--- src/rtl/uart_defs.sv ---
// Shared UART definitions: transmit FSM state encodings, line levels and
// the frame-length formula used by the tx/rx controllers and their benches.
package uart_defs;

  typedef enum logic [2:0] {
    ST_IDLE   = 3'd0,
    ST_START  = 3'd1,
    ST_DATA   = 3'd2,
    ST_PARITY = 3'd3,
    ST_STOP   = 3'd4
  } state_e;

  localparam logic LINE_IDLE  = 1'b1;
  localparam logic LINE_START = 1'b0;

  function automatic int frame_ticks(input int data_bits, input int parity_en,
                                     input int stop_bits);
    return 1 + data_bits + parity_en + stop_bits;
  endfunction

endpackage

--- src/rtl/uart_tx_ctrl.sv ---
// UART transmit sequencer: accepts a word over valid/ready and shifts it out
// as start, LSB-first data, optional parity and stop bits, one bit per baud tick.
module uart_tx_ctrl
  import uart_defs::*;
#(
  parameter int DATA_BITS  = 8,
  parameter int PARITY_EN  = 0,
  parameter int PARITY_ODD = 0,
  parameter int STOP_BITS  = 1
) (
  input  logic                 clk,
  input  logic                 reset,
  input  logic                 tx_valid,
  input  logic [DATA_BITS-1:0] tx_data,
  output logic                 tx_ready,
  input  logic                 baud_tick,
  output logic                 baud_en,
  output logic                 tx,
  output logic                 busy,
  output logic                 tx_done
);

  localparam int CNT_W = (DATA_BITS > 1) ? $clog2(DATA_BITS) : 1;
  localparam logic [CNT_W-1:0] BIT_LAST = CNT_W'(DATA_BITS - 1);
  localparam logic STOP_LAST = 1'(STOP_BITS - 1);
  localparam logic PAR_EN    = 1'(PARITY_EN);
  localparam logic PAR_ODD   = 1'(PARITY_ODD);

  state_e               state_q;
  logic [DATA_BITS-1:0] shift_q;
  logic [CNT_W-1:0]     bit_cnt_q;
  logic                 stop_cnt_q;
  logic                 parity_q;
  logic                 tx_q;
  logic                 tx_ready_q;
  logic                 baud_en_q;
  logic                 busy_q;
  logic                 tx_done_q;

  always_ff @(posedge clk) begin
    if (!reset) begin
      state_q    <= ST_IDLE;
      shift_q    <= '0;
      bit_cnt_q  <= '0;
      stop_cnt_q <= 1'b0;
      parity_q   <= 1'b0;
      tx_q       <= LINE_IDLE;
      tx_ready_q <= 1'b1;
      baud_en_q  <= 1'b0;
      busy_q     <= 1'b0;
      tx_done_q  <= 1'b0;
    end else begin
      tx_done_q <= 1'b0;
      case (state_q)
        ST_IDLE: begin
          if (tx_valid && tx_ready_q) begin
            shift_q    <= tx_data;
            parity_q   <= (^tx_data) ^ PAR_ODD;
            tx_q       <= LINE_START;
            baud_en_q  <= 1'b1;
            tx_ready_q <= 1'b0;
            busy_q     <= 1'b1;
            state_q    <= ST_START;
          end
        end
        ST_START: begin
          if (baud_tick) begin
            tx_q      <= shift_q[0];
            shift_q   <= shift_q >> 1;
            bit_cnt_q <= '0;
            state_q   <= ST_DATA;
          end
        end
        ST_DATA: begin
          if (baud_tick) begin
            if (bit_cnt_q < BIT_LAST) begin
              tx_q      <= shift_q[0];
              shift_q   <= shift_q >> 1;
              bit_cnt_q <= bit_cnt_q + CNT_W'(1);
            end else if (PAR_EN) begin
              tx_q    <= parity_q;
              state_q <= ST_PARITY;
            end else begin
              tx_q       <= LINE_IDLE;
              stop_cnt_q <= 1'b0;
              state_q    <= ST_STOP;
            end
          end
        end
        ST_PARITY: begin
          if (baud_tick) begin
            tx_q       <= LINE_IDLE;
            stop_cnt_q <= 1'b0;
            state_q    <= ST_STOP;
          end
        end
        ST_STOP: begin
          if (baud_tick) begin
            if (stop_cnt_q < STOP_LAST) begin
              stop_cnt_q <= stop_cnt_q + 1'b1;
            end else begin
              baud_en_q  <= 1'b0;
              busy_q     <= 1'b0;
              tx_ready_q <= 1'b1;
              tx_done_q  <= 1'b1;
              state_q    <= ST_IDLE;
            end
          end
        end
        // Unreachable encodings fall back to a clean idle line.
        default: begin
          state_q    <= ST_IDLE;
          tx_q       <= LINE_IDLE;
          tx_ready_q <= 1'b1;
          baud_en_q  <= 1'b0;
          busy_q     <= 1'b0;
        end
      endcase
    end
  end

  assign tx       = tx_q;
  assign tx_ready = tx_ready_q;
  assign baud_en  = baud_en_q;
  assign busy     = busy_q;
  assign tx_done  = tx_done_q;

endmodule

--- config.mk ---
export PLATFORM = sky130hd
export DESIGN_NAME = uart_tx_ctrl
export DESIGN_NICKNAME = d
export VERILOG_FILES = /design/src/rtl/uart_defs.sv /design/src/rtl/uart_tx_ctrl.sv
export SDC_FILE = /design/constraint.sdc
export NUM_CORES = 1
export LEC_CHECK = 0
export BUFFER_PORTS_ARGS = -buffer_cell sky130_fd_sc_hd__buf_2
export CORE_MARGIN = 2
export CORE_UTILIZATION = 45
export CTS_CLUSTER_SIZE = 20
export DETAILED_ROUTE_END_ITERATION = 10
export MAX_ROUTING_LAYER = met4
export PLACE_DENSITY_LB_ADDON = 0.3
export SYNTH_ARGS = -nofsm -noshare
export SYNTH_HDL_FRONTEND = slang
export SYNTH_SLANG_ARGS = --single-unit
--- constraint.sdc ---
create_clock -name clk -period 3 [get_ports clk]
set_input_delay 0.15 -clock clk [delete_from_list [all_inputs] [get_ports clk]]
set_output_delay 0.15 -clock clk [all_outputs]
set_load 0.02 [all_outputs]
==> results.ini, run 1 <==
[sta]
finalMaxSlewViolations = 0
clock_skew_ns = 0.009322
layout_min_cycle_time_ns = 1.736
hold_viol_final = 0
worst_slew_pin_slew_ns = 0.4778
setup_ws_ns = 1.264
finalCritPeriodShare = 0.5788
max_slew_margin = 0.6810
clock.fmax_mhz = 575.9
rsz0062_at_grt = false
setup_viol = 0
setup_tns_ns = 0

[layout]
stdcell_count = 145
final_common_cell = dfxtp_1
area_growth_pct = 8.920
nets = 131
drive_above_1_share = 0.2906
layout_common_cells = dfxtp_1 (18), buf_2 (16), nand2_1 (10), mux2i_1 (9), a21oi_1 (9)
antennaDiodeCount = 0

[die]
num_io_pins = 17
rows = 17
die_w_um = 51.05
initial_core_util = 0.4636
dieHeight_um = 51.05
core_area_um2 = 2148
die_area_um2 = 2606

[pwr]
clkPwrFrac = 0.261
p_total_mw = 0.5761
p_leak_nw = 0.4295
p_int_mw = 0.4009
swShare = 0.3041
pwr-share-comb = 0.248
power.density_nw_per_um2 = 531.0
p_seq_frac = 0.491
power_switching_mw = 0.1752
peakVddDrop_mv = 0.2704

[logic_synthesis]
yosys_warnings = 0
synth-edff-count = 0
ys_seq_area_frac = 0.3618
yosysTopAreaCell = dfxtp_1
postSynthCellCount = 104
ys_seq_elements = 18
synth_nets = 117
synth_area_leaders = dfxtp_1 (36%), mux2i_1 (9.0%), a211oi_2 (8.8%), a21oi_1 (4.5%), nand2_1 (3.8%)
synth.top_cell.area_share = 0.3618
synthArstFlopShare = 0
ys.flop_type = dfxtp_1
ys_types = 39
syn-cell-area_um2 = 996.0
synth_area_per_cell_um2 = 9.576

[critical_path]
cp_data_arrival_time_ns = 1.92
slowest_delay_ns = 0.63
critical_path_class = reg2reg
worstPathCellList = xor2_1 -> and2b_1 -> mux2i_1 -> a211oi_2
rrSetupSlack_ns = 1.26
required_ns = 3.19
crit_path_start_kind = register
cpMaxStageDelayCell = dfxtp_1
rr_startpoint = state_q[1]$_SDFFE_PN0P_
end_kind = register
worstRegToRegCells = 4
crit_fanout = 13
timing.rr.end = shift_q[5]$_SDFFE_PN0P_

[placed_design]
dp_hpwl_um = 1380
gp_congestion = 0.7691
port_buffers = 16
dp_cells = 141
place_ws_ns = 1.290

[detailed_routing]
antenna_left = 0
dr.pass1.iters = 4
drc = 0
via_per_inst = 5.655
wl_per_cell_um = 13.14
wirelength_um = 1906
drtIter0Drc = 12
vias = 820

[clock_tree]
cts_setup_buffers = 0
htreeDepth = 1
tritoncts = done
cts_hold_buffers = 0
clkTransAtPathRegs_ns = 0.11
max-clock-path-buffers = 2
cts_buffers = 3
root_buffer = clkbuf_4
worst_skew_pair.late_latency_ns = 0.30
cts_resized = 0
cts_sinks = 18

[global_route]
gr-total-overflow = 0
grt_max_degree = 14
grt_use_total = 0.1764
grt_pass1_vias = 772
antenna_found_initial = 0
grt_pass1_wl_um = 3374

[run]
maxCapViolations = 0

[hold_path]
hp-start = reset
hold_path_class = in2reg
hold_depth = 2
holdPathEnd = tx_ready$_SDFFE_PN1P_

[outcome]
status = completed

logic make-up (layout without fill, tap and decap cells):
kind of cell | count (synthesis) | in the layout | share of synthesized area
multiplexers | 10 | 10 | 0.1018
AND/OR/NAND/NOR | 32 | 32 | 0.1734
XOR/XNOR | 1 | 1 | 0.008796
adder cells (fa/ha/maj) | 1 | 1 | 0.01256
flip-flops | 18 | 18 | 0.3618
AO/OA/AOI/OAI | 32 | 32 | 0.2676
buffers and inverters | 10 | 23 | 0.07412
critical path, delay by kind of cell, from the launching register on:
family	cells	cell delay [ns]
multiplexers	1	0.28
flip-flops	1	0.63
AO/OA/AOI/OAI	1	0.09
XOR/XNOR	1	0.21
AND/OR/NAND/NOR	1	0.40
cell usage after synthesis, types with 2 or more instances:
master and n:
a21oi_1 9, dfxtp_1 18, o21ai_1 2, nor3_1 3, nand2_1 10, o22ai_1 2, o31a_1 2, nand3b_1 2
and3_1 2, mux2i_1 9, buf_6 2, nand2b_1 2, a211oi_2 7, clkbuf_1 2, nor2_1 6, inv_1 3
per-layer routing:
layer  wire [µm]  up-vias  track usage  share of wire
met1         904      387       0.2073           0.47
li1            -      414            -              -
met2         896       15       0.2879           0.47
met5           0        -            -              0
met3          67        4      0.02632          0.035
met4          37        0      0.09910          0.019
layout make-up:
type | instances | area [µm²]
fill | 224 | 1064
clock buffer | 4 | 36.28
tap | 28 | 35.03
multi-input combinational | 76 | 561.8
sequential | 18 | 360.3
timing repair buffer | 16 | 80.08
inverter | 3 | 11.26
registers in the layout (all words and copies together), names as in the netlist:
| register | count |
|---|---|
| bit_cnt_q | 3 |
| busy | 1 |
| shift_q | 8 |
| state_q | 3 |
| tx | 1 |
| tx_done | 1 |
| tx_ready | 1 |
worst max-delay path by stage:
| stage | to | slack (ns) | start | cells after the start |
|---|---|---|---|---|
| after floorplan | shift_q[7]$_SDFFE_PN0P_ | 1.60 | tx_ready$_SDFFE_PN1P_ | 5 |
| after global placement | shift_q[5]$_SDFFE_PN0P_ | 1.37 | state_q[1]$_SDFFE_PN0P_ | 4 |
| after detailed placement | shift_q[5]$_SDFFE_PN0P_ | 1.29 | state_q[1]$_SDFFE_PN0P_ | 4 |
| after CTS | shift_q[5]$_SDFFE_PN0P_ | 1.27 | state_q[1]$_SDFFE_PN0P_ | 4 |
| after global routing | shift_q[1]$_SDFFE_PN0P_ | 1.14 | state_q[1]$_SDFFE_PN0P_ | 4 |
| final | shift_q[5]$_SDFFE_PN0P_ | 1.26 | state_q[1]$_SDFFE_PN0P_ | 4 |
power groups by stage:
stage               Clock, mW  Sequential (mW)  Combinational, mW
floorplan                   0            0.286              0.130
global placement            0            0.287              0.141
detailed placement          0            0.288              0.144
CTS                     0.157            0.283              0.144
global route            0.166            0.286              0.159
finish                  0.151            0.283              0.143
metrics by stage:
| stage | util | hold slack, ns | cell area [µm²] |
|---|---|---|---|
| after floorplan | - | 0.2660 | 996.0 |
| after global placement | 0.4881 | 0.4223 | 1049 |
| after detailed placement | 0.4881 | 0.4292 | 1049 |
| after CTS | 0.5050 | 0.1045 | 1085 |
| after global routing | 0.5050 | 0.1330 | 1085 |
| final | 0.5050 | 0.1164 | 1085 |
Note: power is estimated with default switching activity, not from simulation.
==> run 2: changes to the inputs <==
==> constraint.sdc (replaced) <==
create_clock -name clk -period 1.6 [get_ports clk]
set_input_delay 0.08 -clock clk [delete_from_list [all_inputs] [get_ports clk]]
set_output_delay 0.08 -clock clk [all_outputs]
set_load 0.02 [all_outputs]
==> run 2 against run 1 <==
Against the previous run:
- clock skew down 0.0076 ns
- register-to-register slack worse by 1.1 ns
- clock power up 47%
- via count up 1.1%
- critical path depth up 1
- worst setup slack worse by 1.1 ns
- first-iteration DRC count down 50%
- wire length up 0.31%
- critical path type unchanged
- highest routed layer unchanged
==> results.ini, run 2 (synthesis gave the netlist of run 1 again) <==
[hold_path]
holdPathEnd = tx_ready$_SDFFE_PN1P_
hp-start = reset
hold_path_class = in2reg
hold_depth = 2  ; unchanged

[global_route]
grt_pass1_wl_um = 3318  ; -1.7%
grt_pass1_vias = 781  ; +1.2%
grt_use_total = 0.1725  ; -0.003917
grt_max_degree = 12  ; -2
antenna_found_initial = 0  ; unchanged
gr-total-overflow = 0  ; unchanged

[critical_path]
end_kind = register
worstPathCellList = xor2_1 -> and2b_1 -> buf_12 -> mux2i_1 -> a211oi_2
crit_path_start_kind = register
critical_path_buf_inv_count = 1  ; +1
slowest_delay_ns = 0.44  ; -0.19 ns
timing.rr.end = shift_q[5]$_SDFFE_PN0P_
required_ns = 1.77  ; -1.42 ns
rrSetupSlack_ns = 0.17  ; -1.09 ns
worstRegToRegCells = 5  ; +1
critical_path_class = reg2reg
cp_data_arrival_time_ns = 1.60  ; -0.32 ns
crit_fanout = 10  ; -3
cp_top_family = flip-flops
rr_startpoint = state_q[0]$_SDFFE_PN0P_
cpMaxStageDelayCell = dfxtp_2

[pwr]
pwr-share-comb = 0.285  ; +0.037
p_int_mw = 0.7232  ; +80%
power_switching_mw = 0.3238  ; +85%
clkPwrFrac = 0.212  ; -0.049
swShare = 0.3093  ; +0.005156
peakVddDrop_mv = 0.5404  ; +100%
power.density_nw_per_um2 = 932.9  ; +76%
p_seq_frac = 0.503  ; +0.012
p_leak_nw = 0.4513  ; +5.1%

[detailed_routing]
dr.pass1.iters = 5  ; +1
antenna_left = 0  ; unchanged
wl_per_cell_um = 12.83  ; -2.4%
vias = 829  ; +1.1%
wirelength_um = 1912  ; +0.31%
via_per_inst = 5.564  ; -1.6%
drtIter0Drc = 6  ; -6
drc = 0  ; unchanged

[clock_tree]
max-clock-path-buffers = 2  ; unchanged
cts_setup_buffers = 0  ; unchanged
worst_skew_pair.late_latency_ns = 0.29  ; about the same
clkTransAtPathRegs_ns = 0.10  ; about the same
htreeDepth = 1  ; unchanged
cts_sinks = 18  ; unchanged
root_buffer = clkbuf_4
tritoncts = done
cts_buffers = 3  ; unchanged
cts_resized = 0  ; unchanged
cts_hold_buffers = 0  ; unchanged

[layout]
fill_cells = 208  ; -7.1%
layout_common_cells = dfxtp_1 (17), buf_2 (16), nand2_1 (10), mux2i_1 (9), a21oi_1 (9)
ff_latch_area_um2 = 361.6  ; +0.35%
area_growth_pct = 12.69
nets = 136  ; +3.8%
antennaDiodeCount = 0  ; unchanged
drive_above_1_share = 0.3223  ; +0.03172
largest_reg_flops = 8  ; unchanged
top_register = shift_q
multi_input_area_um2 = 561.8  ; unchanged
reg_top3 = shift_q: 8 flops, bit_cnt_q: 3 flops, state_q: 3 flops
stdcell_count = 149  ; +2.8%
final_common_cell = dfxtp_1

[sta]
rsz0062_at_grt = false
clock.fmax_mhz = 699.2  ; +21%
finalCritPeriodShare = 0.8939  ; +0.3152
finalMaxSlewViolations = 0  ; unchanged
hold_viol_final = 0  ; unchanged
setup_viol = 0  ; unchanged
clock_skew_ns = 0.001726  ; -0.007596 ns
max_slew_margin = 0.7352  ; +0.05413
setup_tns_ns = 0  ; unchanged
worst_slew_pin_slew_ns = 0.3968  ; -0.08098 ns
layout_min_cycle_time_ns = 1.430  ; -0.3060 ns

[die]
core_area_um2 = 2148  ; unchanged
rows = 17  ; unchanged
die_area_um2 = 2606  ; unchanged
initial_core_util = 0.4636  ; unchanged
die_w_um = 51.05  ; unchanged
num_io_pins = 17  ; unchanged
dieHeight_um = 51.05  ; unchanged

[placed_design]
dp_hpwl_um = 1438  ; +4.2%
gp_congestion = 0.8383  ; +9.0%
port_buffers = 16  ; unchanged
dp_cells = 146  ; +3.5%

[outcome]
status = completed

[run]
maxCapViolations = 0  ; unchanged

## run 2: changes by cell type in the layout (fill, tap and decap cells not counted), sizes merged
cell,previous run,this run
clkbuf,4,3
buf,16,21
## run 2: per-stage QoR
step / setup slack, ns / util / power [mW] / cell area (µm²) / hold WS, ns
after floorplan: 0.2004 / - / 0.7799 / 996.0 / 0.1960
after global placement: 0.1522 / 0.5114 / 0.8301 / 1099 / 0.3599
after detailed placement: 0.07124 / 0.5114 / 0.8372 / 1099 / 0.3573
after CTS: 0.06151 / 0.5218 / 1.061 / 1121 / 0.04663
after global routing: 0.08971 / 0.5224 / 1.111 / 1122 / 0.04257
final: 0.1697 / 0.5224 / 1.047 / 1122 / 0.04984
## run 2: power groups by stage
stage / clock network [mW] / registers [mW] / logic, mW
final: 0.222 / 0.527 / 0.299
after floorplan: 0 / 0.536 / 0.243
after detailed placement: 0 / 0.535 / 0.302
after global placement: 0 / 0.534 / 0.296
after global routing: 0.251 / 0.534 / 0.326
after CTS: 0.233 / 0.526 / 0.301
## run 2: layout make-up
type	count	share of cell area
multi-input cells	76	0.5006
flip-flops and latches	18	0.3222
repair buffers	21	0.1159
well taps	28	0.03122
clock buffers	3	0.02007
inverters	3	0.01003
## run 2: how the worst max path moves through the flow
stage                              end  slack, ns               startpoint  cells after the start
2_1_floorplan  shift_q[7]$_SDFFE_PN0P_       0.20    tx_ready$_SDFFE_PN1P_                      5
3_3_place_gp   shift_q[0]$_SDFFE_PN0P_       0.15  state_q[0]$_SDFFE_PN0P_                      5
3_5_place_dp   shift_q[5]$_SDFFE_PN0P_       0.07  state_q[0]$_SDFFE_PN0P_                      5
4_1_cts        shift_q[5]$_SDFFE_PN0P_       0.06  state_q[0]$_SDFFE_PN0P_                      5
5_1_grt        shift_q[5]$_SDFFE_PN0P_       0.09  state_q[0]$_SDFFE_PN0P_                      5
6_report       shift_q[5]$_SDFFE_PN0P_       0.17  state_q[0]$_SDFFE_PN0P_                      5
## run 2: routing by layer
layer,track usage,part of all wire,up-vias
li1,-,-,418
met1,0.1942,0.44,382
met2,0.2965,0.49,25
met3,0.02632,0.051,4
met4,0.08559,0.018,0
met5,-,0,-
